**config.mk**
```make
export PLATFORM = sky130hd
export DESIGN_NAME = load_store_unit
export DESIGN_NICKNAME = d
export VERILOG_FILES = /design/src/rtl/load_store_unit.sv
export SDC_FILE = /design/constraint.sdc
export NUM_CORES = 1
export LEC_CHECK = 0
export ABC_CLOCK_PERIOD_IN_PS = 3650
export CORE_MARGIN = 3
export CORE_UTILIZATION = 45
export DETAILED_ROUTE_END_ITERATION = 10
export PLACE_DENSITY = 0.79
export SYNTH_ARGS = -nofsm -noshare
export SYNTH_HDL_FRONTEND = slang
export SYNTH_SLANG_ARGS = --single-unit
```
**constraint.sdc**
```tcl
create_clock -name clk -period 3.65 [get_ports clk]
set_input_delay 0.5475 -clock clk [delete_from_list [all_inputs] [get_ports clk]]
set_output_delay 0.5475 -clock clk [all_outputs]
set_load 0.005 [all_outputs]
```
**src/rtl/load_store_unit.sv**
```systemverilog
// load_store_unit: accepts one load or store at a time from the execute stage,
// issues a single word-aligned memory request, and returns a one-cycle done
// pulse together with an error flag.
//
// Ports:
//   clk, rst            rising-edge clock, synchronous active-high reset
//   valid_in            execute stage presents an operation
//   mem_read/mem_write  load / store select (exactly one must be set)
//   funct3              size/sign: 000 B, 001 H, 010 W, 100 BU, 101 HU
//   alu_result          effective byte address
//   rdata2              store data
//   busy                unit is in ACCESS or RESP
//   done, err           completion pulse and its error qualifier
//   load_data           formatted result of the last successful load
//   mem_req/mem_we      memory request and direction (held until mem_ready)
//   mem_addr            word address {addr[31:2],2'b00}
//   mem_wdata/mem_wstrb lane-replicated store data and byte enables
//   mem_ready/mem_rdata memory handshake and read word
module load_store_unit #(
    parameter int unsigned TIMEOUT = 255
) (
    input  logic        clk,
    input  logic        rst,
    input  logic        valid_in,
    input  logic        mem_read,
    input  logic        mem_write,
    input  logic [2:0]  funct3,
    input  logic [31:0] alu_result,
    input  logic [31:0] rdata2,
    output logic        busy,
    output logic        done,
    output logic        err,
    output logic [31:0] load_data,
    output logic        mem_req,
    output logic        mem_we,
    output logic [31:0] mem_addr,
    output logic [31:0] mem_wdata,
    output logic [3:0]  mem_wstrb,
    input  logic        mem_ready,
    input  logic [31:0] mem_rdata
);

    typedef enum logic [1:0] {IDLE, ACCESS, RESP} state_t;

    localparam logic [15:0] LP_LAST = 16'(TIMEOUT - 1);

    state_t      r_state;
    logic [15:0] r_cnt;
    logic [2:0]  r_funct3;
    logic [1:0]  r_off;
    logic        r_err_pend;

    logic        w_accept;
    logic        w_illegal;
    logic        w_misaligned;
    logic        w_bad;
    logic [3:0]  w_wstrb;
    logic [31:0] w_wdata;
    logic [7:0]  w_byte;
    logic [15:0] w_half;
    logic [31:0] w_load_fmt;

    // Request decode for the operation presented in IDLE
    always_comb begin
        w_accept     = valid_in && (mem_read || mem_write);
        w_illegal    = 1'b0;
        w_misaligned = 1'b0;
        w_wstrb      = 4'b1111;
        w_wdata      = rdata2;
        case (funct3)
            3'b000, 3'b001, 3'b010: w_illegal = 1'b0;
            3'b100, 3'b101:         w_illegal = mem_write;  // unsigned sizes are load-only
            default:                w_illegal = 1'b1;
        endcase
        if (funct3[1:0] == 2'b01 && alu_result[0])
            w_misaligned = 1'b1;
        if (funct3 == 3'b010 && alu_result[1:0] != 2'b00)
            w_misaligned = 1'b1;
        w_bad = (mem_read && mem_write) || w_illegal || w_misaligned;
        case (funct3[1:0])
            2'b00: begin
                w_wstrb = 4'b0001 << alu_result[1:0];
                w_wdata = {4{rdata2[7:0]}};
            end
            2'b01: begin
                w_wstrb = 4'b0011 << alu_result[1:0];
                w_wdata = {2{rdata2[15:0]}};
            end
            default: begin
                w_wstrb = 4'b1111;
                w_wdata = rdata2;
            end
        endcase
    end

    // Lane selection and extension of the returned word
    always_comb begin
        case (r_off)
            2'd0:    w_byte = mem_rdata[7:0];
            2'd1:    w_byte = mem_rdata[15:8];
            2'd2:    w_byte = mem_rdata[23:16];
            default: w_byte = mem_rdata[31:24];
        endcase
        w_half = r_off[1] ? mem_rdata[31:16] : mem_rdata[15:0];
        case (r_funct3)
            3'b000:  w_load_fmt = {{24{w_byte[7]}}, w_byte};
            3'b100:  w_load_fmt = {24'd0, w_byte};
            3'b001:  w_load_fmt = {{16{w_half[15]}}, w_half};
            3'b101:  w_load_fmt = {16'd0, w_half};
            default: w_load_fmt = mem_rdata;
        endcase
    end

    always_ff @(posedge clk) begin
        if (rst) begin
            r_state    <= IDLE;
            r_cnt      <= '0;
            r_funct3   <= '0;
            r_off      <= '0;
            r_err_pend <= 1'b0;
            busy       <= 1'b0;
            done       <= 1'b0;
            err        <= 1'b0;
            load_data  <= '0;
            mem_req    <= 1'b0;
            mem_we     <= 1'b0;
            mem_addr   <= '0;
            mem_wdata  <= '0;
            mem_wstrb  <= '0;
        end else begin
            done <= 1'b0;
            err  <= 1'b0;
            case (r_state)
                IDLE: begin
                    if (w_accept) begin
                        r_funct3 <= funct3;
                        r_off    <= alu_result[1:0];
                        busy     <= 1'b1;
                        if (w_bad) begin
                            r_state    <= RESP;
                            r_err_pend <= 1'b1;
                        end else begin
                            r_state    <= ACCESS;
                            r_err_pend <= 1'b0;
                            r_cnt      <= '0;
                            mem_req    <= 1'b1;
                            mem_we     <= mem_write;
                            mem_addr   <= {alu_result[31:2], 2'b00};
                            mem_wdata  <= mem_write ? w_wdata : '0;
                            mem_wstrb  <= mem_write ? w_wstrb : 4'b0000;
                        end
                    end
                end
                ACCESS: begin
                    // A ready arriving on the last permitted cycle still completes
                    if (mem_ready) begin
                        r_state <= RESP;
                        mem_req <= 1'b0;
                        if (!mem_we)
                            load_data <= w_load_fmt;
                    end else if (r_cnt == LP_LAST) begin
                        r_state    <= RESP;
                        mem_req    <= 1'b0;
                        r_err_pend <= 1'b1;
                    end else begin
                        r_cnt <= r_cnt + 16'd1;
                    end
                end
                RESP: begin
                    // done/err are registered on the edge leaving RESP
                    r_state <= IDLE;
                    busy    <= 1'b0;
                    done    <= 1'b1;
                    err     <= r_err_pend;
                end
                default: begin
                    r_state <= IDLE;
                    busy    <= 1'b0;
                    mem_req <= 1'b0;
                end
            endcase
        end
    end

endmodule

```
==> reports/metrics.yaml, run 1 <==
timing:
  slew_headroom: 0.383
  fin_ws_ns: 1.26
  maxSlewViolCount: 0
  post-route-min-period_ns: 2.39
  setup_viol: 0
  totalNegativeSetupSlack_ns: 0
  hold_viol_final: 0
  post-route-period-util: 0.655
  worst_pin_slew_ns: 0.925
  clock_skew_ns: 0.00920
  timing.fmax_mhz: 418
  rsz0062_at_grt: "no"
place:
  hpwl_um: 12400
  gp_congestion: 0.893
  post-place-ws_ns: 0.910
  port_buffers: 207
job:
  maxCapViolCount: 0
grt:
  grt_max_degree: 80
  grt_pass1_wl_um: 28600
  gr-usage-met1: 0.292
  gr-max-usage-layer: "met2"
  grt_usage: 0.248
  overflow: 0
  grt_use_met2: 0.412
  antenna_found_initial: 0
  use_met3: 0.100
  grt_pass1_vias: 5689
detailed_routing:
  post_drt_wl_per_cell_um: 16.6
  drt_pre_antenna_iters: 5
  vias: 5746
  ant_nets: 0
  drc: 0
  drtIter0Drc: 477
  vias_per_cell: 5.45
  finalWirelength_um: 17500
pwr:
  ir_worst_vdd_v: 0.000334
  power_uw: 3780
  p_leak_uw: 0.00293
  p_per_area_mw_per_mm2: 447
yosys:
  syn_avg_cell_area_sq_um: 8.16
  synth.area.top_cells: "dfxtp_1 (45%), nand2_1 (10%), a21oi_1 (6.5%)"
  ys_types: 47
  synth_ff_type: "dfxtp_1"
  synth_top_area_frac: 0.449
  synth_edf_count: 0
  yosys.area.top_type: "dfxtp_1"
  synth.most_common_cell: "nand2_1"
  async_flop_share: 0
  netlist_area_sq_mm: 0.00567
  synth_common_cells: "nand2_1 (151), dfxtp_1 (127), a21oi_1 (74), nor2_1 (55), nand3_1 (40)"
  syn_inst: 694
  ys_warn_count: 0
  ys_seq_area_frac: 0.449
  ys_ff_latch: 127
worst_setup_path:
  regToRegStartpoint: "r_funct3[1]$_SDFFE_PP0P_"
  critPathCaptureType: "flop"
  r2r-end: "load_data[26]$_SDFFE_PP0P_"
  arrival_ns: 2.64
  start_kind: "flop"
  worstRegToRegCells: 5
  cp-endpoint: "load_data[26]$_SDFFE_PP0P_"
  path_max_fanout: 26
  crit_path_start: "r_funct3[1]$_SDFFE_PP0P_"
  reg2reg_setup_slack_ns: 1.26
  worstSetupPathType: "flop to flop"
  critPathRequiredTime_ns: 3.89
clock_tree:
  cts_tree: "yes"
  root_buffer: "clkbuf_16"
  ctsHoldBuffers: 0
  cts.sinks: 127
  htreeDepth: 4
  clkTransAtPathRegs_ns: 0.06
  cts_made_buffers: 17
  clk_latency_ns: 0.41
  clock_path_buffers: 2
  post_cts_resized: 0
  post_cts_buffers: 0
die:
  core_sq_mm: 0.0122
  die_area_sq_mm: 0.0140
  io-pin-count: 210
  fp.dieW_um: 118
  die_y_um: 118
  num_rows: 40
  initial_utilization: 0.466
layout:
  layout.nets: 980
  multi_input_area_sq_mm: 0.00286
  syn_to_final_growth_pct: 49.3
  fillerInstances: 917
  diodes: 0
  area.sequential_sq_mm: 0.00254
  layout-drive-gt1-share: 0.0835
hold_path:
  hold_path.class: "flop to flop"
status:
  outcome: "completed"
[per-layer routing]
layer	share of wire	wire, um
met1	0.39	6920
met2	0.49	8510
met3	0.098	1720
met4	0.021	374
met5	0	0
[cells by family after synthesis]
| logic type | share of synthesized area |
|---|---|
| DFF | 0.449 |
| xor gates and xnor gates | 0.0216 |
| and+or+nand+nor | 0.236 |
| other | 0.000662 |
| AOI/OAI and AO/OA | 0.151 |
| adders and majority gates | 0.00442 |
| muxes | 0.0870 |
| buffers and inverters | 0.0499 |
[flip-flops by register name, summed over array words and instances, names as in the netlist]
register and count:
r_cnt 16, r_state 2, done 1, r_err_pend 1, r_off 2, busy 1, r_funct3 3, mem_we 1
mem_addr 30, mem_req 1, err 1, load_data 32, mem_wstrb 4, mem_wdata 32
[through the flow]
stage	area [sq um]	utilization	instances	hold slack [ns]
6_report	8460	0.696	1054	0.452
5_1_grt	8460	0.696	1054	0.467
4_1_cts	8460	0.696	1054	0.455
3_5_place_dp	7780	0.640	1022	0.448
3_3_place_gp	7780	0.640	1022	0.441
2_1_floorplan	5670	-	695	0.430
[critical path, cell delays in order, from the launching register on]
cell      delay (ns)
dfxtp_1         0.92
inv_1           0.38
nand3_1         0.21
nand3_1         0.09
nand2_1         0.45
a211oi_1        0.16
[how the worst min path moves through the flow]
| stage | start | to | depth (start not counted) |
|---|---|---|---|
| after detailed placement | mem_addr[14]$_SDFFE_PP0P_ | mem_addr[14]$_SDFFE_PP0P_ | 2 |
| after CTS | mem_addr[9]$_SDFFE_PP0P_ | mem_addr[9]$_SDFFE_PP0P_ | 2 |
| after floorplan | r_err_pend$_SDFFE_PP0P_ | err$_SDFF_PP0_ | 1 |
| after global routing | mem_wdata[18]$_SDFFE_PP0P_ | mem_wdata[18]$_SDFFE_PP0P_ | 2 |
| final | mem_wdata[27]$_SDFFE_PP0P_ | mem_wdata[27]$_SDFFE_PP0P_ | 2 |
| after global placement | mem_addr[26]$_SDFFE_PP0P_ | mem_addr[26]$_SDFFE_PP0P_ | 2 |
[layout by cell type (no fill, tap or decap), types with 3 or more instances in the layout]
cell	instances
a211oi_1	32
a21oi_1	74
a31oi_1	6
and3_1	7
and4_1	3
buf_4	7
bufinv_16	6
clkbuf_16	17
clkdlybuf4s50_1	206
clkinv_4	3
clkinvlp_4	3
dfxtp_1	127
inv_1	3
mux2_2	24
mux2i_1	20
nand2_1	151
nand2b_1	5
nand3_1	40
nand4_1	7
nor2_1	55
nor3_1	7
o211ai_1	5
o21ai_0	18
o22ai_1	4
or3_1	9
xnor2_1	3
xor2_1	11
[power by group]
group	switching, uW	total (uW)	leakage [uW]	internal (uW)
registers	28.9	1450	0.00103	1420
logic	187	410	0.00158	223
clock network	625	1920	0.000322	1300
[final cells by class]
class                      count  share of cell area
clock buffer                  18              0.0519
sequential                   127               0.301
tap                          168              0.0248
multi-input combinational    509               0.339
clock inverter                14              0.0282
timing repair buffer         215               0.255
inverter                       3             0.00133
Power figures use the tool's default switching activity.
==> inputs of run 2 (changes only) <==
Settings changed: ABC_CLOCK_PERIOD_IN_PS 3650 to 2200, CORE_UTILIZATION 45 to 40, PLACE_DENSITY 0.79 to 0.74.
Clock period 3.65 ns to 2.2 ns, I/O delays scaled along.
==> run 2 against run 1 <==
Power grew 51%. Largest cell class unchanged. Final area grew 1.3%. Sequential power grew 65%. Count of clock-buffer cells in the layout is 7 higher. Utilization is 6.4 points lower. Combinational power is 76% higher. Highest routed layer unchanged. Hold slack lost 0.13 ns.
==> reports/metrics.yaml, run 2 (synthesized netlist as in run 1, its figures left out) <==
die:
  core_sq_mm: 0.0136
  die_area_sq_mm: 0.0156
  io-pin-count: 210
  fp.dieW_um: 125
  num_rows: 42
  die_y_um: 125
  initial_utilization: 0.418
timing:
  timing.fmax_mhz: 512
  rsz0062_at_grt: "no"
  totalNegativeSetupSlack_ns: 0
  post-route-min-period_ns: 1.95
  setup_viol: 0
  post-route-period-util: 0.888
  clock_skew_ns: 0.00783
  hold_viol_final: 0
  maxSlewViolCount: 0
pwr:
  ir_worst_vdd_v: 0.000544
  power_uw: 5720
  p_leak_uw: 0.00302
  p_per_area_mw_per_mm2: 667
worst_setup_path:
  critPathTopFamily: "simple AND/OR/NAND/NOR gates"
  crit_chain: "inv_1 > ha_1 > nor4b_1 > nand4_1 > nand2_1 > nor2_1 > o21ba_2"
  cp_num_buf_inv: 1
  max_stage_delay_ns: 0.39
  arrival_ns: 2.26
  path_max_fanout: 9
  critPathRequiredTime_ns: 2.50
  critPathCaptureType: "flop"
  worstSetupPathType: "flop to flop"
  slowest_stage: "nand4_1"
  start_kind: "flop"
layout:
  final_common_cell: "clkdlybuf4s50_1"
  fillerInstances: 1168
  reg_top3: "load_data x32, mem_wdata x32, mem_addr x30"
  final_cell_mix: "clkdlybuf4s50_1 (206), nand2_1 (151), dfxtp_1 (127)"
  layout-drive-gt1-share: 0.104
  diodes: 0
  syn_to_final_growth_pct: 51.3
  layout.nets: 1006
clock_tree:
  clkTransAtPathRegs_ns: 0.05
  cts.sinks: 127
  cts_made_buffers: 17
  post_cts_buffers: 0
  htreeDepth: 4
  post_cts_resized: 0
  cts_tree: "yes"
  clock_path_buffers: 2
  root_buffer: "clkbuf_16"
  clk_latency_ns: 0.41
  ctsHoldBuffers: 0
grt:
  grt_pass1_vias: 5410
  overflow: 0
  grt_max_degree: 38
  grt_pass1_wl_um: 27500
  grt_usage: 0.214
  antenna_found_initial: 0
job:
  maxCapViolCount: 0
detailed_routing:
  vias: 5565
  drt_pre_antenna_iters: 5
  vias_per_cell: 5.11
  ant_nets: 0
  drtIter0Drc: 399
  finalWirelength_um: 17100
  post_drt_wl_per_cell_um: 15.7
  drc: 0
status:
  outcome: "completed"
place:
  gp_congestion: 0.821
  port_buffers: 207
  hpwl_um: 12200
hold_path:
  hold_path.class: "primary input to flop"
-- run 2: per-layer routing --
| layer | GRT usage | share of wire | up-vias |
|---|---|---|---|
| li1 | - | - | 2805 |
| met1 | 0.268 | 0.43 | 2539 |
| met2 | 0.339 | 0.47 | 205 |
| met3 | 0.0930 | 0.089 | 16 |
| met4 | 0.0587 | 0.013 | 0 |
| met5 | 0 | 0 | - |
-- run 2: report_power, final --
group          switching, uW  total [uW]  internal, uW  leakage (uW)
sequential              34.7        2390          2360       0.00103
clock                    973        2600          1630      0.000275
combinational            323         721           398       0.00172
total                   1330        5720          4390       0.00302
-- run 2: worst paths after layout --
| path | startpoint | end | slack [ns] | cells past startpoint |
|---|---|---|---|---|
| min reg2reg | mem_wstrb[0]$_SDFFE_PP0P_ | mem_wstrb[0]$_SDFFE_PP0P_ | 0.45 | 2 |
| max reg2reg | r_cnt[0]$_SDFFE_PP0P_ | r_cnt[0]$_SDFFE_PP0P_ | 0.25 | 7 |
| max | r_cnt[0]$_SDFFE_PP0P_ | r_cnt[0]$_SDFFE_PP0P_ | 0.25 | 7 |
| min | rst | r_funct3[1]$_SDFFE_PP0P_ | 0.33 | 2 |
-- run 2: cell type report --
cell class	count	area, sq um	share of cell area
Clock inverter	7	60.1	0.00701
Multi-Input combinational cell	509	2860	0.334
Clock buffer	25	485	0.0566
Timing Repair Buffer	241	2390	0.279
Tap cell	176	220	0.0257
Sequential cell	127	2540	0.297
Inverter	3	11.3	0.00131
-- run 2: metrics by stage --
stage | area, sq um | instances | hold slack, ns | utilization | setup slack, ns
detailed placement | 8030 | 1056 | 0.442 | 0.592 | 0.00903
global placement | 8030 | 1056 | 0.437 | 0.592 | 0.0427
floorplan | 5670 | 695 | 0.413 | - | 0.478
global route | 8570 | 1088 | 0.335 | 0.632 | 0.0311
CTS | 8570 | 1088 | 0.312 | 0.632 | 0.235
finish | 8570 | 1088 | 0.327 | 0.632 | 0.246
-- run 2: worst register-to-register path, delay by kind of cell (launching register included) --
family          cells  cell delay, ns
buf+inv             1            0.07
fa+ha+maj           1            0.17
flops               1            0.35
compound gates      1            0.20
simple gates        4            1.07
